[config.mk]
export PLATFORM = sky130hd
export DESIGN_NAME = instruction_fetch_unit
export DESIGN_NICKNAME = d
export VERILOG_FILES = /design/src/rtl/instruction_fetch_unit.sv
export SDC_FILE = /design/constraint.sdc
export NUM_CORES = 1
export LEC_CHECK = 0
export CORE_MARGIN = 1
export CORE_UTILIZATION = 38
export CTS_BUF_LIST = sky130_fd_sc_hd__clkbuf_16
export DETAILED_ROUTE_END_ITERATION = 12
export SKIP_CTS_REPAIR_TIMING = 1
export SLEW_MARGIN = 30
export SYNTH_ARGS = -nofsm -noshare
export SYNTH_HDL_FRONTEND = slang
export SYNTH_SLANG_ARGS = --single-unit
export TNS_END_PERCENT = 50
[constraint.sdc]
create_clock -name clk -period 6.7 [get_ports clk]
set_input_delay 1.34 -clock clk [delete_from_list [all_inputs] [get_ports clk]]
set_output_delay 1.34 -clock clk [all_outputs]
set_load 0.005 [all_outputs]
[src/rtl/instruction_fetch_unit.sv]
// Instruction fetch unit: issues sequential word fetches to instruction memory and
// queues returned {pc, instr} pairs in a small prefetch FIFO for the decode stage.
module instruction_fetch_unit #(
  parameter logic [31:0] RESET_PC  = 32'h0000_0000,
  parameter int          BUF_DEPTH = 2
) (
  input  logic        clk,
  input  logic        reset,
  output logic        imem_req,
  output logic [31:0] imem_addr,
  input  logic        imem_ready,
  input  logic        imem_rvalid,
  input  logic [31:0] imem_rdata,
  output logic        if_valid,
  output logic [31:0] if_instr,
  output logic [31:0] if_pc,
  input  logic        id_ready,
  input  logic        redirect_valid,
  input  logic [31:0] redirect_pc
);

  localparam int PTR_W = (BUF_DEPTH > 2) ? 2 : 1;
  localparam int CNT_W = PTR_W + 1;
  localparam int OCC_W = CNT_W + 1;

  logic [31:0]      fetch_pc;
  logic [31:0]      pc_mem    [BUF_DEPTH];
  logic [31:0]      instr_mem [BUF_DEPTH];
  logic [PTR_W-1:0] rd_ptr;
  logic [PTR_W-1:0] wr_ptr;
  logic [CNT_W-1:0] count;
  logic             outstanding;
  logic             discard;
  logic             acc_p1;
  logic [31:0]      req_pc_p1;

  logic             pop;
  logic             buf_pop;
  logic             accept;
  logic             rsp;
  logic             push;
  logic [OCC_W-1:0] occ;
  logic [31:0]      redirect_tgt;

  assign redirect_tgt = redirect_pc & 32'hFFFF_FFFC;

  // Head of the FIFO drives the consumer directly; nothing bypasses the buffer.
  assign if_valid  = !reset && (count != '0);
  assign if_instr  = if_valid ? instr_mem[rd_ptr] : '0;
  assign if_pc     = if_valid ? pc_mem[rd_ptr]    : '0;
  assign pop       = if_valid && id_ready;
  assign imem_addr = fetch_pc;

  always_comb begin
    occ      = OCC_W'(count) + OCC_W'(outstanding) - OCC_W'(pop);
    imem_req = !reset && !redirect_valid && (occ < OCC_W'(BUF_DEPTH));
    accept   = imem_req && imem_ready;
    rsp      = imem_rvalid && outstanding;
    push     = rsp && !discard && !redirect_valid;
    buf_pop  = pop && !redirect_valid;
  end

  // Control state: fetch pointer, FIFO pointers/occupancy, in-flight tracking.
  always_ff @(posedge clk) begin
    if (reset) begin
      fetch_pc    <= RESET_PC;
      rd_ptr      <= '0;
      wr_ptr      <= '0;
      count       <= '0;
      outstanding <= 1'b0;
      discard     <= 1'b0;
      acc_p1      <= 1'b0;
    end else begin
      acc_p1 <= accept;
      if (accept)
        outstanding <= 1'b1;
      else if (imem_rvalid)
        outstanding <= 1'b0;

      if (redirect_valid) begin
        rd_ptr   <= '0;
        wr_ptr   <= '0;
        count    <= '0;
        fetch_pc <= redirect_tgt;
        // A response arriving in the redirect cycle is already dropped there;
        // only a still-pending one from last cycle's request must be discarded.
        discard  <= acc_p1 && !imem_rvalid;
      end else begin
        if (accept)
          fetch_pc <= fetch_pc + 32'd4;
        if (rsp && discard)
          discard <= 1'b0;
        if (push)
          wr_ptr <= wr_ptr + PTR_W'(1);
        if (buf_pop)
          rd_ptr <= rd_ptr + PTR_W'(1);
        count <= count + CNT_W'(push) - CNT_W'(buf_pop);
      end
    end
  end

  // Datapath: request pc capture and FIFO storage, not reset.
  always_ff @(posedge clk) begin
    if (accept)
      req_pc_p1 <= fetch_pc;
    if (push) begin
      pc_mem[wr_ptr]    <= req_pc_p1;
      instr_mem[wr_ptr] <= imem_rdata;
    end
  end

endmodule

Word-level counts from Yosys, hierarchy flattened. Memory sizes are Yosys's and may differ from the RTL's. A register that Yosys moved wholly into a read port is not among the register bits. Cells that the tools add are included.

Mux-type cells: 14. $add $sub $neg: 7. Reduce and logical (&&, ||, !) cells: 20. Order comparisons: 1.

Operator list (count): 32-bit two-way mux (4); 32-bit by 3-bit adder with 32-bit output (second input constant) (1); 1-bit logical AND (11); 1-bit two-way mux (10); 2-bit nonzero test (4); 1-bit zero test (4); 2-bit by 1-bit adder with 3-bit output (1); 3-bit by 2-bit less-than comparator with 1-bit output (second input constant) (1); 3-bit by 1-bit subtractor with 3-bit output (1); 1-bit adder (second input constant) (2); 2-bit by 1-bit adder with 2-bit output (1); 2-bit OR reduction (1); 2-bit by 1-bit subtractor with 2-bit output (1).

RAM bits: 128. Output and inout bits: 98. Flip-flop bits (word level): 71. Logic and storage cells: 53. Input bits: 70. Memories: 2.

Memories: instr_mem (depth 2, bits a word 32, rd ports 1, clocked after Yosys merged registers in 1, wr ports 1, RTL line 28) `logic [31:0] instr_mem [BUF_DEPTH];`; pc_mem (depth 2, bits a word 32, rd ports 1, clocked after Yosys merged registers in 1, wr ports 1, RTL line 27) `logic [31:0] pc_mem [BUF_DEPTH];`.

Depth between registers and ports, before layout.
Depth in word-level cells: 9. Depth in mapped cells: 16. Gate-level depth less buffers: 14.

Worst setup path after synthesis. No wires, ideal clock.

Path kind: input port to flip-flop. Start: input port redirect_valid. End: memory instr_mem[0][0] (enable). Path slack: 1726 ps. Data required time: 6218 ps. Buffers on the path: 1. Arrival time: 4492 ps. Stages on the path: 4. Setup time: 482 ps. Cells stage by stage: clkbuf_1 > nor3_1 > inv_1 > nor2_1.

Cells in the longest elaborated chain, start to end: 4.

RTL lines: start, declared (RTL line 18) `input logic redirect_valid,`; 1-bit zero test (RTL line 59) `push = rsp && !discard && !redirect_valid;`; 1-bit logical AND (RTL line 59); 1-bit two-way mux (RTL line 106) `if (push) begin`; 1-bit two-way mux (implied by the code) (RTL line 108) `instr_mem[wr_ptr] <= imem_rdata;`; end, declared (RTL line 28).

No other way between the ends.

Worst setup path after layout.
Start: input port reset. End: output port imem_req.

Cells in the longest elaborated chain, start to end: 6. Elaborated cells between the ends (all ways): 7. Those cells by class: add/sub: 1; order compare: 1; reduce/logical: 5.

RTL lines: start, declared (RTL line 8) `input logic reset,`; 1-bit zero test (*) (RTL line 48, 56); 1-bit logical AND (RTL line 48) `assign if_valid = !reset && (count != '0);`; 1-bit logical AND (RTL line 51) `assign pop = if_valid && id_ready;`; 3-bit by 1-bit subtractor with 3-bit output (RTL line 55) `occ = OCC_W'(count) + OCC_W'(outstanding) - OCC_W'(pop);`; 3-bit by 2-bit less-than comparator with 1-bit output (RTL line 56) `imem_req = !reset && !redirect_valid && (occ < OCC_W'(BUF_DEPTH));`; 1-bit logical AND (*) (RTL line 56); end, declared (RTL line 9) `output logic imem_req,`.

Every way passes the cells marked *; elsewhere a longest branch is shown, timed or not.

==> results.md <==
- Status: completed
- Flops & latches, synth: approximately 190
- Top cells by area, synth: edfxtp_1 59%, dfxtp_1 9.8%, mux2i_1 8.0%
- Setup crit start kind: primary input
- Vias in the first global route: between 5,000 and 6,000
- # Max-Cap Violations: 0
- # diodes: 0
- Synth warnings: 0
- CTS buffer count: 17
- DP Wirelength: 11.0 mm
- Avg Inst Size Synth: ~14 sq um
- CP Cell Sequence: clkdlybuf4s50_1 > or2_2 > inv_1 > nand2_1 > inv_1 > ha_1 > nand2b_1 > fa_1 > xor2_1 > nor4b_1 > clkdlybuf4s50_1
- Boundary Pins: 168
- Setup TNS: 0 ps
- Critical Path Sink Type: output port
- Detail-routed net length per standard cell: about 17 microns
- Most frequent cells in the layout: 161 x clkdlybuf4s50_1, 154 x edfxtp_1, 85 x nor2_1
- Worst Hold End: pc_mem[1][31]$_DFFE_PP_
- Top delay family on crit path: buffers and inverters
- Largest stage delay on the critical path: roughly 560 ps
- Asr flop ratio synth: 0
- Clock slew at reported path FFs: 60 ps
- Final ANT Viol Nets: 0
- WP data arrival: 4120 ps
- Clock skew: 13.3 ps
- Clock sink total: 192
- Synth cell types: 53
- CTS tree: yes
- Die area: about 21,000 sq um
- Worst Path Buf+Inv: 4
- Proportion of layout cells with a drive suffix above 1: 0.0660
- Hold Crit Depth: 0
- Netlist Area Pre-Place: 7790 sq um
- FMAX: ~180 MHz
- Htree depth: 4
- Initial antenna violation count: 0
- Unrepaired setup endpoints after global routing: no
- Reg2reg setup slack: 2900 ps
- Largest net degree at the start of global routing: 63
- DRC: 0
- Filler Cells Inserted: 1,768
- Slew Viols, Final: 0
- Drt initial violations: about 370
- Period utilisation layout: 0.814
- R2r startpoint: count[1]$_SDFF_PP0_
- Final hold slack: around 440 ps
- Max FO, Critical Path: 4
- Core area: between 20,000 and 25,000 sq um
- R2R depth: 15
- Min Tclk post-route: 5460 ps
- Starting density of the core: 0.386
- Global-route wire length before repair: approximately 27 mm
- GPL Wtd Cong: approximately 0.82
- Total grt overflow: 0
- Vias per inst: about 5
- Relative slew slack: 0.403
- Worst setup margin: 1240 ps
- Count of flip-flops with a built-in enable after synthesis: 154
- Worst VDD drop: a little under 0.2 mV
- Die H: approximately 150 microns
- DP Cell Count: 980
- Routed vias: between 5,000 and 6,000
- Crit. path cell count: 11
- Final cell count without fillers: 1,012
- R2R Path End: imem_addr[11]$_SDFFE_PP0P_
- Largest area contributor in the netlist: edfxtp_1
- Syn Inst Count: approximately 570
- Slew @ Worst Pin: slightly below 900 ps
- Layout Nets: 804
- Layout Area Growth over Synthesis: 31.6%
- Rows: 52
- Die Wd: about 150 microns
- Crit path required time: ~5400 ps
- Critical setup path kind: primary input to output port
- Buffers added on ports: between 150 and 200
- Sequential fraction of the synthesis area: 0.691
- Final Core Density: 0.508
- Final setup vio count: 0
- DR pass1 iterations: 7
- Clock Path Buffers: 2
- Leakage: between 3 and 4 nW
- Commonest non-fill, non-tap cell in the layout: clkdlybuf4s50_1
- PD cells: around 240 nW/um^2
- GRT Overall Usage: 0.166
- CTS root buffer: clkbuf_16
- Slowest-stage cell, CP: clkdlybuf4s50_1
- Final hold viol count: 0
- Worst Hold Launch: req_pc_p1[31]$_DFFE_PP_
- Worst skew pair latency: 420 ps
- Synth Flop Type: edfxtp_1
- Total Wirelength: approximately 17 mm
- Post-synth top area share: 0.594
- Min-Delay Path Class: flop to flop
- Pre-CTS setup slack: around 1200 ps
## worst max-delay path by stage
stage,start,endpoint
2_1_floorplan,redirect_valid,instr_mem[0][0]$_DFFE_PP_
3_3_place_gp,reset,imem_req
3_5_place_dp,reset,imem_req
4_1_cts,reset,imem_req
5_1_grt,reset,imem_req
6_report,reset,imem_req
## layer usage
layer | part of all wire | vias up | GRT usage
li1 | - | 2431 | -
met1 | 0.47 | 2446 | 0.222
met2 | 0.47 | 158 | 0.263
met3 | 0.054 | 12 | 0.0396
met4 | 0.0097 | 0 | 0.0600
met5 | 0 | - | 0
## registers in the layout, indices dropped and copies added (netlist names), named ones only
signal,count
instr_mem,64
count,2
outstanding,1
rd_ptr,1
wr_ptr,1
req_pc_p1,30
discard,1
acc_p1,1
imem_addr,30
pc_mem,60
## synth_stat cells, types with 3 or more instances
cell type	instances
edfxtp_1	154
nor2_1	86
mux2i_1	62
dfxtp_1	38
clkbuf_1	23
nand2_1	19
nand3_1	15
xnor2_1	15
inv_1	14
nor3_1	13
and2_1	11
a31oi_1	10
a21oi_1	9
nand4_1	9
o22ai_1	9
o21ai_0	6
a211oi_1	5
buf_4	5
a22oi_1	4
buf_1	4
ha_1	4
nor4_1	4
xor2_1	4
a221oi_1	3
buf_2	3
nand3b_1	3
nor4_2	3
## report_power, final
part	internal (mW)	leakage [nW]	total (mW)	switching, mW
Combinational	0.0827	1.26	0.141	0.0585
Clock	0.511	0.276	0.935	0.424
Sequential	1.31	1.71	1.34	0.0309
## cell type report
type | instances | area [sq um] | share of cell area
flip-flops and latches | 192 | 5390 | 0.526
multi-input cells | 334 | 2220 | 0.216
repair buffers | 170 | 1700 | 0.166
clock buffers | 17 | 425 | 0.0415
well taps | 270 | 338 | 0.0330
clock inverters | 15 | 123 | 0.0120
inverters | 14 | 52.6 | 0.00513
## per-stage QoR
step | instance area, sq um | power, mW
2_1_floorplan | 7800 | 1.41
3_3_place_gp | 9660 | 1.50
3_5_place_dp | 9700 | 1.51
4_1_cts | 10200 | 2.45
5_1_grt | 10200 | 2.51
6_report | 10200 | 2.42
## cells by family after synthesis
| logic type | after synthesis | synth area share |
|---|---|---|
| multiplexers | 64 | 0.0826 |
| other | 1 | 0.000481 |
| adder cells (fa/ha/maj) | 5 | 0.00900 |
| XOR/XNOR | 19 | 0.0214 |
| flip-flops | 192 | 0.691 |
| AND/OR/NAND/NOR | 183 | 0.118 |
| buffers and inverters | 49 | 0.0265 |
| AO/OA/AOI/OAI | 59 | 0.0508 |
Power figures use the tool's default switching activity.
